<file path="src/rtl/ctrl_linha_engarrafamento_pkg.sv">
// Shared definitions for the bottling-line supervisor.
// Contents:
//   estado_t          - supervisor state encoding (PARADO/OPERANDO/PAUSA/ALARME)
//   *_DEF localparams - default cork capacity, refill threshold, batch size
//                       and post-batch pause length
package ctrl_linha_engarrafamento_pkg;

  typedef enum logic [1:0] {
    PARADO   = 2'd0,
    OPERANDO = 2'd1,
    PAUSA    = 2'd2,
    ALARME   = 2'd3
  } estado_t;

  localparam int STOCK_MAX_DEF    = 15;
  localparam int REFILL_LEVEL_DEF = 5;
  localparam int BATCH_SIZE_DEF   = 12;
  localparam int PAUSE_CYC_DEF    = 4;

endpackage

</file>
<file path="src/rtl/ctrl_linha_engarrafamento_detector_borda.sv">
// 1-bit rising-edge detector.
// Ports:
//   clk     - system clock
//   reset   - asynchronous, active-low
//   in_i    - level input
//   pulse_o - high while in_i=1 and the registered copy is still 0, so the
//             event is visible in the same cycle the input rises and a held
//             level yields exactly one pulse
module detector_borda (
  input  logic clk,
  input  logic reset,
  input  logic in_i,
  output logic pulse_o
);

  logic prev_q;

  always_ff @(posedge clk or negedge reset) begin
    if (!reset) begin
      prev_q <= 1'b0;
    end else begin
      prev_q <= in_i;
    end
  end

  assign pulse_o = in_i & ~prev_q;

endmodule

</file>
<file path="src/rtl/ctrl_linha_engarrafamento.sv">
// Supervisory controller for the bottling line. Owns the cork stock counter,
// drives the RO input of the production FSM, commands dispenser refills,
// counts bottles into batches and gates the line (start/stop, batch pauses).
// Ports:
//   clk, reset          - clock; asynchronous active-low reset
//   start, stop         - buttons, acted on at their rising edge
//   gp                  - bottle produced (one bottle per rising edge)
//   disp_vazio          - dispenser empty
//   carga_manual        - manual cork load, +1 per rising edge
//   ro                  - stock > 0
//   run_en              - line enabled (OPERANDO only)
//   disp_en             - dispenser releases one cork this cycle (registered)
//   alarme              - out of corks with dispenser empty
//   stock, lote_cnt     - cork count, bottles in current batch
//   duzias              - completed batches (wraps)
//   state               - current supervisor state
module ctrl_linha_engarrafamento
  import ctrl_linha_engarrafamento_pkg::*;
#(
  parameter int STOCK_MAX    = STOCK_MAX_DEF,
  parameter int REFILL_LEVEL = REFILL_LEVEL_DEF,
  parameter int BATCH_SIZE   = BATCH_SIZE_DEF,
  parameter int PAUSE_CYC    = PAUSE_CYC_DEF
) (
  input  logic       clk,
  input  logic       reset,
  input  logic       start,
  input  logic       stop,
  input  logic       gp,
  input  logic       disp_vazio,
  input  logic       carga_manual,
  output logic       ro,
  output logic       run_en,
  output logic       disp_en,
  output logic       alarme,
  output logic [3:0] stock,
  output logic [3:0] lote_cnt,
  output logic [7:0] duzias,
  output logic [1:0] state
);

  localparam logic [3:0] STOCK_MAX_W  = 4'(STOCK_MAX);
  localparam logic [3:0] REFILL_W     = 4'(REFILL_LEVEL);
  localparam logic [3:0] BATCH_LAST_W = 4'(BATCH_SIZE - 1);
  localparam logic [3:0] PAUSE_LOAD_W = 4'(PAUSE_CYC - 1);

  // Bit order: 0=start, 1=stop, 2=gp, 3=carga_manual
  logic [3:0] btn_raw;
  logic [3:0] btn_ev;
  logic       start_ev, stop_ev, gp_ev, carga_ev;

  assign btn_raw = {carga_manual, gp, stop, start};

  genvar gi;
  generate
    for (gi = 0; gi < 4; gi++) begin : g_borda
      detector_borda u_det (
        .clk     (clk),
        .reset   (reset),
        .in_i    (btn_raw[gi]),
        .pulse_o (btn_ev[gi])
      );
    end
  endgenerate

  assign start_ev = btn_ev[0];
  assign stop_ev  = btn_ev[1];
  assign gp_ev    = btn_ev[2];
  assign carga_ev = btn_ev[3];

  estado_t    state_q, state_d;
  logic [3:0] stock_q, stock_d;
  logic [3:0] lote_q, lote_d;
  logic [7:0] duzias_q, duzias_d;
  logic [3:0] pause_q, pause_d;
  logic       disp_en_q, disp_en_d;

  logic       dec, inc, batch_done;
  logic [4:0] stock_sum;

  // Stock, refill request and batch counting
  always_comb begin
    // A bottle with no cork in stock still counts, but stock stays at 0.
    dec        = gp_ev && (stock_q != 4'd0);
    // Manual load and dispenser together add only one cork.
    inc        = disp_en_q || carga_ev;
    stock_sum  = {1'b0, stock_q} + {4'd0, inc} - {4'd0, dec};
    stock_d    = (stock_sum > {1'b0, STOCK_MAX_W}) ? STOCK_MAX_W : stock_sum[3:0];

    // Start refilling at the low-water mark, then keep going until full
    // (or the dispenser runs dry).
    disp_en_d  = !disp_vazio && (stock_d < STOCK_MAX_W) &&
                 (disp_en_q || ((stock_d <= REFILL_W) && (state_q != ALARME)));

    batch_done = gp_ev && (lote_q == BATCH_LAST_W);
    lote_d     = lote_q;
    duzias_d   = duzias_q;
    if (gp_ev) begin
      if (batch_done) begin
        lote_d   = 4'd0;
        duzias_d = duzias_q + 8'd1;
      end else begin
        lote_d   = lote_q + 4'd1;
      end
    end
  end

  // Supervisor next-state
  always_comb begin
    state_d = state_q;
    pause_d = pause_q;
    case (state_q)
      PARADO: begin
        if (start_ev) begin
          state_d = (stock_q != 4'd0) ? OPERANDO : ALARME;
        end
      end
      OPERANDO: begin
        if (stop_ev) begin
          state_d = PARADO;
        end else if ((stock_q == 4'd0) && disp_vazio) begin
          state_d = ALARME;
        end else if (batch_done) begin
          state_d = PAUSA;
          pause_d = PAUSE_LOAD_W;
        end
      end
      PAUSA: begin
        if (stop_ev) begin
          state_d = PARADO;
        end else if (pause_q == 4'd0) begin
          state_d = OPERANDO;
        end else begin
          pause_d = pause_q - 4'd1;
        end
      end
      ALARME: begin
        if (start_ev && (stock_q != 4'd0)) begin
          state_d = OPERANDO;
        end else if (stop_ev) begin
          state_d = PARADO;
        end
      end
      default: state_d = PARADO;
    endcase
  end

  always_ff @(posedge clk or negedge reset) begin
    if (!reset) begin
      state_q   <= PARADO;
      stock_q   <= STOCK_MAX_W;
      lote_q    <= 4'd0;
      duzias_q  <= 8'd0;
      pause_q   <= 4'd0;
      disp_en_q <= 1'b0;
    end else begin
      state_q   <= state_d;
      stock_q   <= stock_d;
      lote_q    <= lote_d;
      duzias_q  <= duzias_d;
      pause_q   <= pause_d;
      disp_en_q <= disp_en_d;
    end
  end

  assign ro       = (stock_q != 4'd0);
  assign run_en   = (state_q == OPERANDO);
  assign alarme   = (state_q == ALARME);
  assign disp_en  = disp_en_q;
  assign stock    = stock_q;
  assign lote_cnt = lote_q;
  assign duzias   = duzias_q;
  assign state    = state_q;

endmodule

</file>
<file path="config.mk">
export PLATFORM = sky130hd
export DESIGN_NAME = ctrl_linha_engarrafamento
export DESIGN_NICKNAME = d
export VERILOG_FILES = /design/src/rtl/ctrl_linha_engarrafamento_pkg.sv /design/src/rtl/ctrl_linha_engarrafamento_detector_borda.sv /design/src/rtl/ctrl_linha_engarrafamento.sv
export SDC_FILE = /design/constraint.sdc
export NUM_CORES = 1
export LEC_CHECK = 0
export BUFFER_PORTS_ARGS = -buffer_cell sky130_fd_sc_hd__buf_2
export CAP_MARGIN = 20
export CORE_ASPECT_RATIO = 1.75
export CORE_UTILIZATION = 51
export CTS_CLUSTER_SIZE = 25
export DETAILED_ROUTE_END_ITERATION = 8
export GPL_ROUTABILITY_DRIVEN = 0
export HOLD_SLACK_MARGIN = 0.1
export MAX_ROUTING_LAYER = met4
export PLACE_DENSITY = 0.82
export SYNTH_ARGS = -nofsm -noshare
export SYNTH_HDL_FRONTEND = slang
export SYNTH_HIERARCHICAL = 1
export SYNTH_SLANG_ARGS = --single-unit
</file>
<file path="constraint.sdc">
create_clock -name clk -period 3.1 [get_ports clk]
set_clock_uncertainty 0.2 [all_clocks]
set_input_delay 0.31 -clock clk [delete_from_list [all_inputs] [get_ports clk]]
set_output_delay 0.31 -clock clk [all_outputs]
set_load 0.05 [all_outputs]
</file>
Word-level counts from Yosys, hierarchy flattened
Index checks and enable logic that the tools add are counted.

word-level totals
  flip-flop bits (word level) = 27
  bits in latches = 0
  RAM bits = 0
  memory bits (read-only) = 0
  input bits = 7
  output and inout port bits = 22
  word-level logic and storage cells = 76
  memories = 0

operators by class
  add/subtract/negate cells = 5
  $mul = 0
  divide/modulo/power cells = 0
  order comparisons = 3
  equal/unequal tests = 14
  shifts and indexed selects = 0
  muxes and demuxes = 18
  bitwise operators = 8
  reductions and logical operators = 18

operators with widths
  operator             count
  $mux 4               7
  $mux 2               9
  $ne 2x2->1 const B   6
  $add 8x1->8 const B  1
  $logic_not 4->1      2
  $pmux 2 s4           1
  $pmux 4 s2           1
  $logic_and 1x1->1    7
  $reduce_and 6->1     1
  $add 4x1->5          1
  $gt 5x4->1 const B   1
  $sub 5x1->5          1
  $add 4x1->4 const B  1
  $and 1x1->1          4
  $eq 2x2->1 const B   2
  $eq 4x4->1 const B   1
  $le 4x3->1 const B   1
  $lt 4x4->1 const B   1
  $ne 4x1->1 const B   1
  $not 1->1            4
  $reduce_and 4->1     1
  $reduce_bool 4->1    1
  $sub 4x1->4 const B  1
  $ne 3x1->1 const B   1
  8 further kinds      9

Logic depth before layout (Yosys ltp)
Gate-level depths: netlist of run 1.

  depth in word-level cells = 11
  gate-level depth with buffers = 13
  depth with buffers taken out = 13

Hierarchy
Netlist of run 1, hierarchy kept.

by module, submodules not included
  module                     instances  cells an instance  area each (sq um)  seq. area each (sq um)
  ctrl_linha_engarrafamento  1          132                1,370.1            580.6
  detector_borda             4          2                  38.8               25.0

Worst setup path after synthesis of run 1
Ideal clock, no wire load.

  kind = flip-flop to flip-flop
  start point = register stock_q[2] (netlist: stock[2])
  end point = register disp_en_q (netlist: disp_en)
  arrival time = 2.728 ns
  slack = 0.050 ns
  cell stages (with the launch flop) = 14
  buffers on the path = 0
  period minus slack after synthesis = 3.050 ns
  cells stage by stage = dfstp_2 > inv_1 > ha_1 > nor3b_2 > nor2b_1 > ha_1 > inv_1 > ha_1 > inv_1 > fa_1 > nand2b_1 > a21oi_1 > o21ai_0 > o2111a_1

on the way
  longest elaborated chain between the ends = 9

ends and longest elaborated chain
  item                                                 RTL line                          RTL
  start: declaration                                   ctrl_linha_engarrafamento.sv:72   logic [3:0] stock_q, stock_d;
  start signal: assignment                             ctrl_linha_engarrafamento.sv:158  stock_q <= stock_d;
  branches (longest 2 deep; another with $add 4x1->5)  n/a
  $sub 5x1->5 (*)                                      ctrl_linha_engarrafamento.sv:87   stock_sum = {1'b0, stock_q} + {4'd0, inc} - {4'd0, dec};
  $gt 5x4->1                                           ctrl_linha_engarrafamento.sv:88   stock_d = (stock_sum > {1'b0, STOCK_MAX_W}) ? STOCK_MAX_W : stock_sum[3:0];
  $mux 4 (*)                                           ctrl_linha_engarrafamento.sv:88
  $le 4x3->1                                           ctrl_linha_engarrafamento.sv:93   (disp_en_q || ((stock_d <= REFILL_W) && (state_q != ALARME)));
  $logic_and 1x1->1                                    ctrl_linha_engarrafamento.sv:93
  $logic_or 1x1->1                                     ctrl_linha_engarrafamento.sv:93
  $logic_and 1x1->1 (*)                                ctrl_linha_engarrafamento.sv:92   disp_en_d = !disp_vazio && (stock_d < STOCK_MAX_W) &&
  named net disp_en_d                                  ctrl_linha_engarrafamento.sv:76   logic disp_en_q, disp_en_d;
  end signal: assignment                               ctrl_linha_engarrafamento.sv:162  disp_en_q <= disp_en_d;
  end: declaration                                     ctrl_linha_engarrafamento.sv:76

Mark *: on every way through the listed nets, which the timed path passes.
A chain may end at the register's enable or synchronous reset.

Final worst setup path of run 1
  start point = register stock_q[3] (netlist: stock[3])
  end point = register disp_en_q (netlist: disp_en)

Same word-level chain as after synthesis.

==> impl_metrics.json, run 1 <==
{
  "postCtsSetupRepairBufs": 0,
  "cp_data_required_time_ns": 3.13,
  "synth-seq-cells": 27,
  "clock_path_buffers": 2,
  "timing.rr.start": "stock[3]$_DFF_PN1_",
  "fp.dieW_um": 43.3,
  "synthCells": 140,
  "core_um2": 2780,
  "clkSlewWorstSetupHoldPaths_ns": 0.10,
  "yosysWarnings": 6,
  "htreeDepth": 1,
  "routed_wl_mm": 2.97,
  "period_share": 0.984,
  "synthArstFlopShare": 1.00,
  "drive_gt1_frac": 0.316,
  "fmax_ghz": 0.328,
  "diodes": 0,
  "status": "finished, violations left",
  "dieHeight_um": 74.3,
  "slowest_delay_ns": 0.57,
  "gr-total-overflow": 0,
  "rows": 25,
  "leakage_nw": 0.883,
  "critPathLaunchType": "flop",
  "synth_edf_count": 0,
  "crit_path_end_kind": "flop",
  "cts_sinks": 27,
  "max_cap_viol_count": 0,
  "ys_top_cells_by_area": "dfrtp_1 38%, ha_1 7.4%, dfstp_2 6.9%",
  "maxSlewHeadroom": 0.602,
  "netlist_top_cells_count": "23 x dfrtp_1, 14 x inv_1, 9 x ha_1, 7 x nand3_1, 7 x o21ai_0",
  "synth_top_area_frac": 0.377,
  "drt_first_iter_violations": 32,
  "synth.avg_cell_area_um2": 10.9,
  "cts-root-buf": "clkbuf_8",
  "post_drt_via_cell_ratio": 5.86,
  "nets": 192,
  "setup_violations": 0,
  "cp-startpoint": "stock[3]$_DFF_PN1_",
  "tightest_slew_ns": 0.598,
  "worst-setup-path-type": "reg2reg",
  "setup_slack_ns": 0.0494,
  "postLayoutCoreUtil": 0.646,
  "critPathSlowestCell": "dfstp_2",
  "grt_max_degree": 28,
  "period_needed_ns": 3.05,
  "first_pass_iters": 5,
  "worstPathMaxFanout": 5,
  "ios": 29,
  "drc": 3,
  "power_w": 0.00191,
  "slew_violations": 0,
  "yosysTopAreaCell": "dfrtp_1",
  "synth_area_um2": 1530,
  "yosys.cell_count.top_type": "dfrtp_1",
  "synthFlopType": "dfrtp_1",
  "ys_types": 44,
  "drtAntennaViolNets": 0,
  "grt_antenna_before_repair": 0,
  "grt_pass1_wl_mm": 4.82,
  "hold_path_class": "in2reg",
  "ys_seq_area_frac": 0.446,
  "cts_buffers": 3,
  "syn_nets": 157,
  "die_area_um2": 3220,
  "area_delta_synth_final_pct": 18.0,
  "min_from": "disp_vazio",
  "final-hold-violation-count": 0,
  "place_worst_setup_slack_ns": 0.0940,
  "clock_latency_ns": 0.28,
  "power_density_nw_per_um2": 1060,
  "dpl.hpwl_mm": 2.20,
  "grt_pass1_vias": 1140,
  "io_buffers": 28,
  "arrival_ns": 3.08,
  "start_util": 0.548,
  "wire_per_inst_um": 14.8,
  "crit_chain": "inv_1 > ha_1 > nor3b_2 > nor2b_1 > ha_1 > inv_1 > ha_1 > inv_1 > fa_2 > nand2b_1 > a21oi_2 > or3_4 > o2111a_1",
  "ir_worst_vdd_mv": 0.810,
  "violations": "DRC",
  "dr_total_vias": 1177,
  "groute.usage.overall": 0.207,
  "tritoncts": "built"
}
## layout by cell type, fill, tap and decap left out, types with 2 or more instances in the layout
master	Yosys	final
nor2b_4	4	4
nor2_1	6	6
nand3b_1	2	2
nand2b_1	3	3
o31ai_1	4	4
inv_1	14	14
xor2_1	3	2
nand3_1	7	7
nand2_1	6	6
a31oi_1	2	2
nor2b_1	3	3
nand4_1	2	2
mux2_2	4	4
xnor2_1	6	6
a21oi_1	5	4
dfrtp_1	23	23
dfstp_2	4	4
dlygate4sd3_1	0	5
clkbuf_8	0	3
o21ai_0	7	6
buf_2	2	28
ha_1	9	9
## area by class of cell
class	count	area (um2)
flip-flops and latches	27	681
well taps	27	33.8
fillers	228	985
repair buffers	33	190
inverters	14	52.6
multi-input cells	96	793
clock inverters	1	7.51
clock buffers	3	41.3
## state kept, by name (all words and copies together), names as in the netlist
name,flops
disp_en,1
duzias,8
g_borda.u_det/prev_q,4
lote_cnt,4
pause_q,4
state,2
stock,4
## layer usage
layer	global-route usage	routed length [um]
met2	0.362	1650
met1	0.219	1150
met4	0.118	83
met3	0.0267	80
met5	-	0
## repair_timing
item / CTS / global route
endpoints found under the setup margin: 0 / 5
hold endpoints to repair: 27 / 0
resized for setup: 0 / 6
hold buffers: 5 / 0
## worst max-delay path, delay by kind of cell, from the launching register on
kind | cells | cell delay, ns
compound gates | 2 | 0.38
fa+ha+maj | 4 | 0.98
buf+inv | 3 | 0.19
simple gates | 4 | 0.68
flops | 1 | 0.57
## worst paths after layout
path | to | slack (ns) | cells past startpoint
setup / recovery | disp_en$_DFF_PN0_ | 0.05 | 13
hold / removal | disp_en$_DFF_PN0_ | 0.12 | 3
setup reg to reg | disp_en$_DFF_PN0_ | 0.05 | 13
hold reg to reg | duzias[7]$_DFFE_PN0P_ | 0.28 | 1
max in group asynchronous | pause_q[3]$_DFFE_PN0P_ | 1.94 | 2
min in group asynchronous | duzias[3]$_DFFE_PN0P_ | 0.36 | 2
## report_power, final
| group | total, W | switching [W] | internal, W |
|---|---|---|---|
| Clock | 0.000204 | 0.000113 | 0.0000915 |
| Combinational | 0.00109 | 0.000689 | 0.000397 |
| Sequential | 0.000621 | 0.000147 | 0.000475 |
| Total | 0.00191 | 0.000949 | 0.000963 |
## stage by stage
step                instance area [um2]  setup TNS [ns]  cells  hold slack, ns
floorplan                          1530               0    140          -0.186
global route                       1800         -0.0281    201           0.134
detailed placement                 1680               0    192           0.148
finish                             1800               0    201           0.120
global placement                   1680               0    192           0.141
CTS                                1780               0    201           0.115
## logic make-up (layout without fill, tap and decap cells)
family	Yosys count	in the layout	synth area share
AO/OA/AOI/OAI	27	27	0.122
XOR/XNOR	9	9	0.0517
adder cells (fa/ha/maj)	10	10	0.0870
buffers and inverters	17	51	0.0484
flip-flops	27	27	0.446
multiplexers	5	5	0.0394
AND/OR/NAND/NOR	45	45	0.205
Note: power is estimated with default switching activity, not from simulation.
==> run 2, diff against run 1 <==
--- a/config.mk
+++ b/config.mk
@@ -14,8 +14,7 @@
 export GPL_ROUTABILITY_DRIVEN = 0
 export HOLD_SLACK_MARGIN = 0.1
 export MAX_ROUTING_LAYER = met4
-export PLACE_DENSITY = 0.82
+export PLACE_DENSITY = 0.83
 export SYNTH_ARGS = -nofsm -noshare
 export SYNTH_HDL_FRONTEND = slang
-export SYNTH_HIERARCHICAL = 1
 export SYNTH_SLANG_ARGS = --single-unit
==> run 2 against run 1 <==
  * The flow now finishes without violations
  * Clock power about the same
  * Die area is 2.2% lower
  * Count of clock-buffer cells in the layout did not move
  * Sequential power fell by 5.0%
  * Sequential cell count unchanged
  * Total power fell by 3.5%
  * Sequential share of layout area is 0.21 points higher
  * Final cell count up 2.0%
  * Global-route usage fell by 0.41 points
  * Critical path type unchanged
  * Critical endpoint unchanged
==> impl_metrics.json, run 2 <==
{
  "synthCells": 142,
  "synthArstFlopShare": 1.00,
  "ys_types": 42,
  "final-hold-violation-count": 0,
  "worstPathMaxFanout": 4,
  "layout_commonest_cell": "buf_2",
  "routed_wl_mm": 2.92,
  "dr_total_vias": 1147,
  "cts_sinks": 27,
  "ys_seq_area_frac": 0.457,
  "period_needed_ns": 2.90,
  "critPathLaunchType": "flop",
  "htreeDepth": 1,
  "drtAntennaViolNets": 0,
  "cts_buffers": 3,
  "tritoncts": "built",
  "final_cell_area_um2": 1790,
  "post_drt_via_cell_ratio": 5.60,
  "timing.setup.tns_ns": 0,
  "nets": 196,
  "cts-root-buf": "clkbuf_8",
  "yosysWarnings": 0,
  "io_buffers": 28,
  "area_delta_synth_final_pct": 20.1,
  "cp_data_required_time_ns": 3.09,
  "use_met2": 0.370,
  "status": "finished, final reports clean",
  "grt_max_degree": 28,
  "max_cap_viol_count": 0,
  "yosys.cell_count.top_type": "dfrtp_1",
  "setup_slack_ns": 0.204,
  "start_util": 0.541,
  "dpl.hpwl_mm": 2.16,
  "synth.avg_cell_area_um2": 10.5,
  "drc": 0,
  "grt_use_met1": 0.211,
  "largest_reg_flops": 8,
  "yosysTopAreaCell": "dfrtp_1",
  "power_density_nw_per_um2": 1030,
  "synth_top_area_frac": 0.386,
  "rows": 25,
  "rsz0062_at_grt": "false",
  "fp.dieW_um": 42.9,
  "clock_latency_ns": 0.28,
  "clkSlewWorstSetupHoldPaths_ns": 0.10,
  "ir_worst_vdd_mv": 0.665,
  "grt_use_met3": 0.0295,
  "grt_pass1_vias": 1089,
  "first_pass_iters": 4,
  "wire_per_inst_um": 14.2,
  "clock_path_buffers": 2,
  "slew_violations": 0,
  "final_cell_mix": "28 x buf_2, 23 x dfrtp_1, 17 x nand2_1",
  "diodes": 0,
  "setup_violations": 0,
  "maxSlewHeadroom": 0.610,
  "gr-total-overflow": 0,
  "dieHeight_um": 73.5,
  "ys_top_cells_by_area": "dfrtp_1 39%, ha_1 7.6%, dfstp_2 7.1%",
  "fmax_ghz": 0.345,
  "ios": 29,
  "synth_edf_count": 0,
  "netlist_top_cells_count": "23 x dfrtp_1, 17 x nand2_1, 11 x inv_1, 10 x nor2_1, 9 x ha_1",
  "hold_path_class": "reg2reg",
  "synth-seq-cells": 27,
  "groute.usage.overall": 0.203,
  "postLayoutCoreUtil": 0.650,
  "arrival_ns": 2.89,
  "leakage_nw": 0.911,
  "synthFlopType": "dfrtp_1",
  "worst-setup-path-type": "reg2reg",
  "die_area_um2": 3150,
  "grt-busiest-layer": "met2",
  "period_share": 0.934,
  "drt_first_iter_violations": 44,
  "grt_antenna_before_repair": 0,
  "syn_nets": 159,
  "drive_gt1_frac": 0.287,
  "crit_path_end_kind": "flop",
  "place_worst_setup_slack_ns": 0.0156,
  "tightest_slew_ns": 0.585,
  "core_um2": 2750,
  "fillCellCount": 223,
  "placed_cell_area_um2": 1640,
  "grt_pass1_wl_mm": 4.63,
  "synth_area_um2": 1490
}
## run 2: cell families after synthesis
group                    share of synthesized area
AO/OA/AOI/OAI                                0.124
XOR/XNOR                                    0.0588
adder cells (fa/ha/maj)                     0.0890
buffers and inverters                       0.0453
flip-flops                                   0.457
multiplexers                                0.0143
AND/OR/NAND/NOR                              0.212
## run 2: per-layer routing
| metal | routed length (um) | vias up |
|---|---|---|
| met3 | 69 | 6 |
| met2 | 1640 | 23 |
| met1 | 1160 | 559 |
| li1 | - | 559 |
| met4 | 44 | 0 |
| met5 | 0 | - |
## run 2: repair_timing
item / in CTS / in global routing
resized for setup: 1 / 5
endpoints found under the setup margin: 1 / 3
setup buffers: 0 / 1
pin swaps: 0 / 1
endpoints found under the hold margin: 28 / 0
hold buffers: 6 / 0
cloned: 0 / 0
## run 2: cell type report
type / count / area, um2 / area share
well taps: 27 / 33.8 / 0.0189
clock inverters: 1 / 8.76 / 0.00490
clock buffers: 3 / 41.3 / 0.0231
flip-flops and latches: 27 / 681 / 0.380
repair buffers: 35 / 208 / 0.116
inverters: 11 / 41.3 / 0.0231
multi-input cells: 101 / 776 / 0.434
## run 2: final timing paths
kind | from | to | slack, ns | depth (start not counted)
min in group asynchronous | reset | lote_cnt[3]$_DFFE_PN0P_ | 0.36 | 2
max in group asynchronous | reset | g_borda[1].u_det.prev_q$_DFF_PN0_ | 1.96 | 2
worst max-delay path | stock[3]$_DFF_PN1_ | disp_en$_DFF_PN0_ | 0.20 | 13
worst min register to register | duzias[7]$_DFFE_PN0P_ | duzias[7]$_DFFE_PN0P_ | 0.27 | 1
worst max register to register | stock[3]$_DFF_PN1_ | disp_en$_DFF_PN0_ | 0.20 | 13
worst min-delay path | duzias[7]$_DFFE_PN0P_ | duzias[7]$_DFFE_PN0P_ | 0.27 | 1
## run 2: critical path, cell delays in order, from the launching register on
cell,delay (ns)
dfstp_2,0.57
inv_1,0.06
ha_1,0.19
nor3b_4,0.17
nor2_1,0.14
ha_1,0.15
inv_1,0.04
ha_1,0.20
fa_2,0.35
a21oi_1,0.16
nor2_1,0.07
nor2_2,0.13
xnor2_2,0.16
nor4b_4,0.22
## run 2: where the power goes
group,total [W],leakage (nW),switching [W],internal [W]
Combinational,0.00105,0.552,0.000671,0.000377
Sequential,0.000590,0.333,0.000122,0.000467
Clock,0.000207,0.0261,0.000113,0.0000944
## run 2: per-stage QoR
step | hold slack, ns | total power [W] | std cells
6_report | 0.266 | 0.00184 | 205
5_1_grt | 0.296 | 0.00197 | 205
4_1_cts | 0.272 | 0.00177 | 204
3_5_place_dp | 0.147 | 0.00153 | 194
3_3_place_gp | 0.136 | 0.00149 | 194
2_1_floorplan | -0.186 | 0.00134 | 142
==> run 3, diff against run 2 <==
--- a/config.mk
+++ b/config.mk
@@ -8,13 +8,13 @@
 export BUFFER_PORTS_ARGS = -buffer_cell sky130_fd_sc_hd__buf_2
 export CAP_MARGIN = 20
 export CORE_ASPECT_RATIO = 1.75
-export CORE_UTILIZATION = 51
+export CORE_UTILIZATION = 50
 export CTS_CLUSTER_SIZE = 25
 export DETAILED_ROUTE_END_ITERATION = 8
 export GPL_ROUTABILITY_DRIVEN = 0
 export HOLD_SLACK_MARGIN = 0.1
 export MAX_ROUTING_LAYER = met4
-export PLACE_DENSITY = 0.83
+export PLACE_DENSITY = 0.81
 export SYNTH_ARGS = -nofsm -noshare
 export SYNTH_HDL_FRONTEND = slang
 export SYNTH_SLANG_ARGS = --single-unit
==> run 3 against run 2 <==
  * Final area fell by 0.49%
  * Register-to-register slack lost 0.02 ns
  * Hold slack better by 0.0045 ns
  * Final cell count unchanged
  * Critical path type unchanged
  * Non-clock buffer count stayed put
  * Wire length rose by 2.5%
  * Largest cell class unchanged
  * First-iteration DRC count fell by 41%
==> impl_metrics.json, run 3 (synthesized netlist as in run 2, its figures left out) <==
{
  "status": "finished, final reports clean",
  "cp_data_required_time_ns": 3.09,
  "maxSlewHeadroom": 0.614,
  "final-hold-violation-count": 0,
  "drc": 0,
  "final_cells": 205,
  "post_drt_via_cell_ratio": 5.54,
  "htreeDepth": 1,
  "slowest_delay_ns": 0.57,
  "clock_path_buffers": 2,
  "groute.usage.overall": 0.201,
  "highest_layer": "met4",
  "cts-root-buf": "clkbuf_8",
  "core_um2": 2750,
  "cp-startpoint": "stock[3]$_DFF_PN1_",
  "critPathLaunchType": "flop",
  "wl_met1_mm": 1.17,
  "period_needed_ns": 2.91,
  "timing.rr.start": "stock[3]$_DFF_PN1_",
  "clock_latency_ns": 0.28,
  "area_delta_synth_final_pct": 19.5,
  "grt_max_degree": 28,
  "routed_wl_mm": 2.99,
  "cts_sinks": 27,
  "final_cell_area_um2": 1780,
  "seqCellArea_um2": 681,
  "dieHeight_um": 74.2,
  "wire_per_inst_um": 14.6,
  "wl_met3_um": 56,
  "wl_met2_mm": 1.72,
  "cp-endpoint": "disp_en$_DFF_PN0_",
  "grt_antenna_before_repair": 0,
  "r2r_cells": 13,
  "fp.dieW_um": 43.3,
  "drtAntennaViolNets": 0,
  "fmax_ghz": 0.344,
  "fillCellCount": 238,
  "critPathSlowestCell": "dfstp_2",
  "multi_input_area_um2": 767,
  "dpl.hpwl_mm": 2.21,
  "slew_violations": 0,
  "arrival_ns": 2.90,
  "drt_first_iter_violations": 26,
  "max_cap_viol_count": 0,
  "drive_gt1_frac": 0.287,
  "ir_worst_vdd_mv": 0.546,
  "tightest_slew_ns": 0.579,
  "first_pass_iters": 4,
  "crit_chain": "inv_1 > ha_1 > nor3b_4 > nor2_1 > ha_1 > inv_1 > ha_1 > fa_2 > a21oi_1 > nor2_1 > nor2_2 > xnor2_2 > nor4b_2",
  "worstPathMaxFanout": 5,
  "dp.cells": 194,
  "period_share": 0.939,
  "rows": 25,
  "gr-total-overflow": 0,
  "dr_total_vias": 1135,
  "largest_reg_flops": 8,
  "cts_buffers": 3,
  "timing.setup.tns_ns": 0,
  "cp_top_family": "adder cells",
  "r2r_slack_ns": 0.19,
  "hold_path_class": "reg2reg",
  "ios": 29,
  "die_area_um2": 3210,
  "final_cell_mix": "28 x buf_2, 23 x dfrtp_1, 17 x nand2_1",
  "crit_top_cell": "ha_1",
  "placed_cell_area_um2": 1640,
  "diodes": 0,
  "setup_violations": 0,
  "path_buf_inv": 2,
  "nets": 196,
  "start_util": 0.541,
  "worst-setup-path-type": "reg2reg",
  "io_buffers": 28,
  "grt_pass1_wl_mm": 4.70,
  "clkSlewWorstSetupHoldPaths_ns": 0.10,
  "r2r_end": "disp_en$_DFF_PN0_",
  "crit_path_end_kind": "flop",
  "power_density_nw_per_um2": 1010,
  "cp.depth": 13,
  "rsz0062_at_grt": "false",
  "grt_pass1_vias": 1172,
  "leakage_nw": 0.906,
  "tritoncts": "built",
  "layout_commonest_cell": "buf_2"
}
==> run 3: cell counts in the layout (fill, tap and decap cells not counted) <==
No cell type changed its count.
==> run 3: through the flow <==
step	total power (W)	util	hold WS [ns]	setup slack, ns
final	0.00180	0.647	0.270	0.189
after floorplan	0.00134	-	-0.186	0.0847
after global routing	0.00191	0.647	0.305	0.00800
after global placement	0.00150	0.595	0.135	0.213
after CTS	0.00176	0.635	0.277	0.0250
after detailed placement	0.00154	0.595	0.143	0.0500
==> run 3: what timing repair did <==
| action | in CTS | in global routing |
|---|---|---|
| gates resized for setup | 0 | 5 |
| buffers inserted | 0 | 1 |
| endpoints found under the hold margin | 28 | 0 |
| endpoints found under the setup margin | 0 | 2 |
| hold buffers | 6 | 0 |
==> run 3: area by class of cell <==
type                            instances  area share
Inverter                               11      0.0232
Clock buffer                            3      0.0232
Clock inverter                          1     0.00492
Sequential cell                        27       0.382
Multi-Input combinational cell        101       0.431
Tap cell                               27      0.0190
Timing Repair Buffer                   35       0.117
==> run 3: power breakdown <==
part / switching [W] / internal [W] / leakage [nW] / total [W]
sequential: 0.000121 / 0.000467 / 0.333 / 0.000588
combinational: 0.000659 / 0.000345 / 0.547 / 0.00100
clock: 0.000115 / 0.0000944 / 0.0261 / 0.000210
==> run 3: how the worst min path moves through the flow <==
stage / start / to / cells past startpoint
after floorplan: reset / disp_en$_DFF_PN0_ / 0
after global placement: reset / pause_q[2]$_DFFE_PN0P_ / 1
after detailed placement: reset / pause_q[2]$_DFFE_PN0P_ / 1
after CTS: duzias[7]$_DFFE_PN0P_ / duzias[7]$_DFFE_PN0P_ / 1
after global routing: duzias[7]$_DFFE_PN0P_ / duzias[7]$_DFFE_PN0P_ / 1
final: duzias[7]$_DFFE_PN0P_ / duzias[7]$_DFFE_PN0P_ / 1
==> run 3: layer usage <==
layer | global-route usage | vias to the layer above
li1 | - | 558
met3 | 0.0170 | 4
met1 | 0.210 | 555
met5 | - | -
met4 | 0.108 | 0
met2 | 0.363 | 18
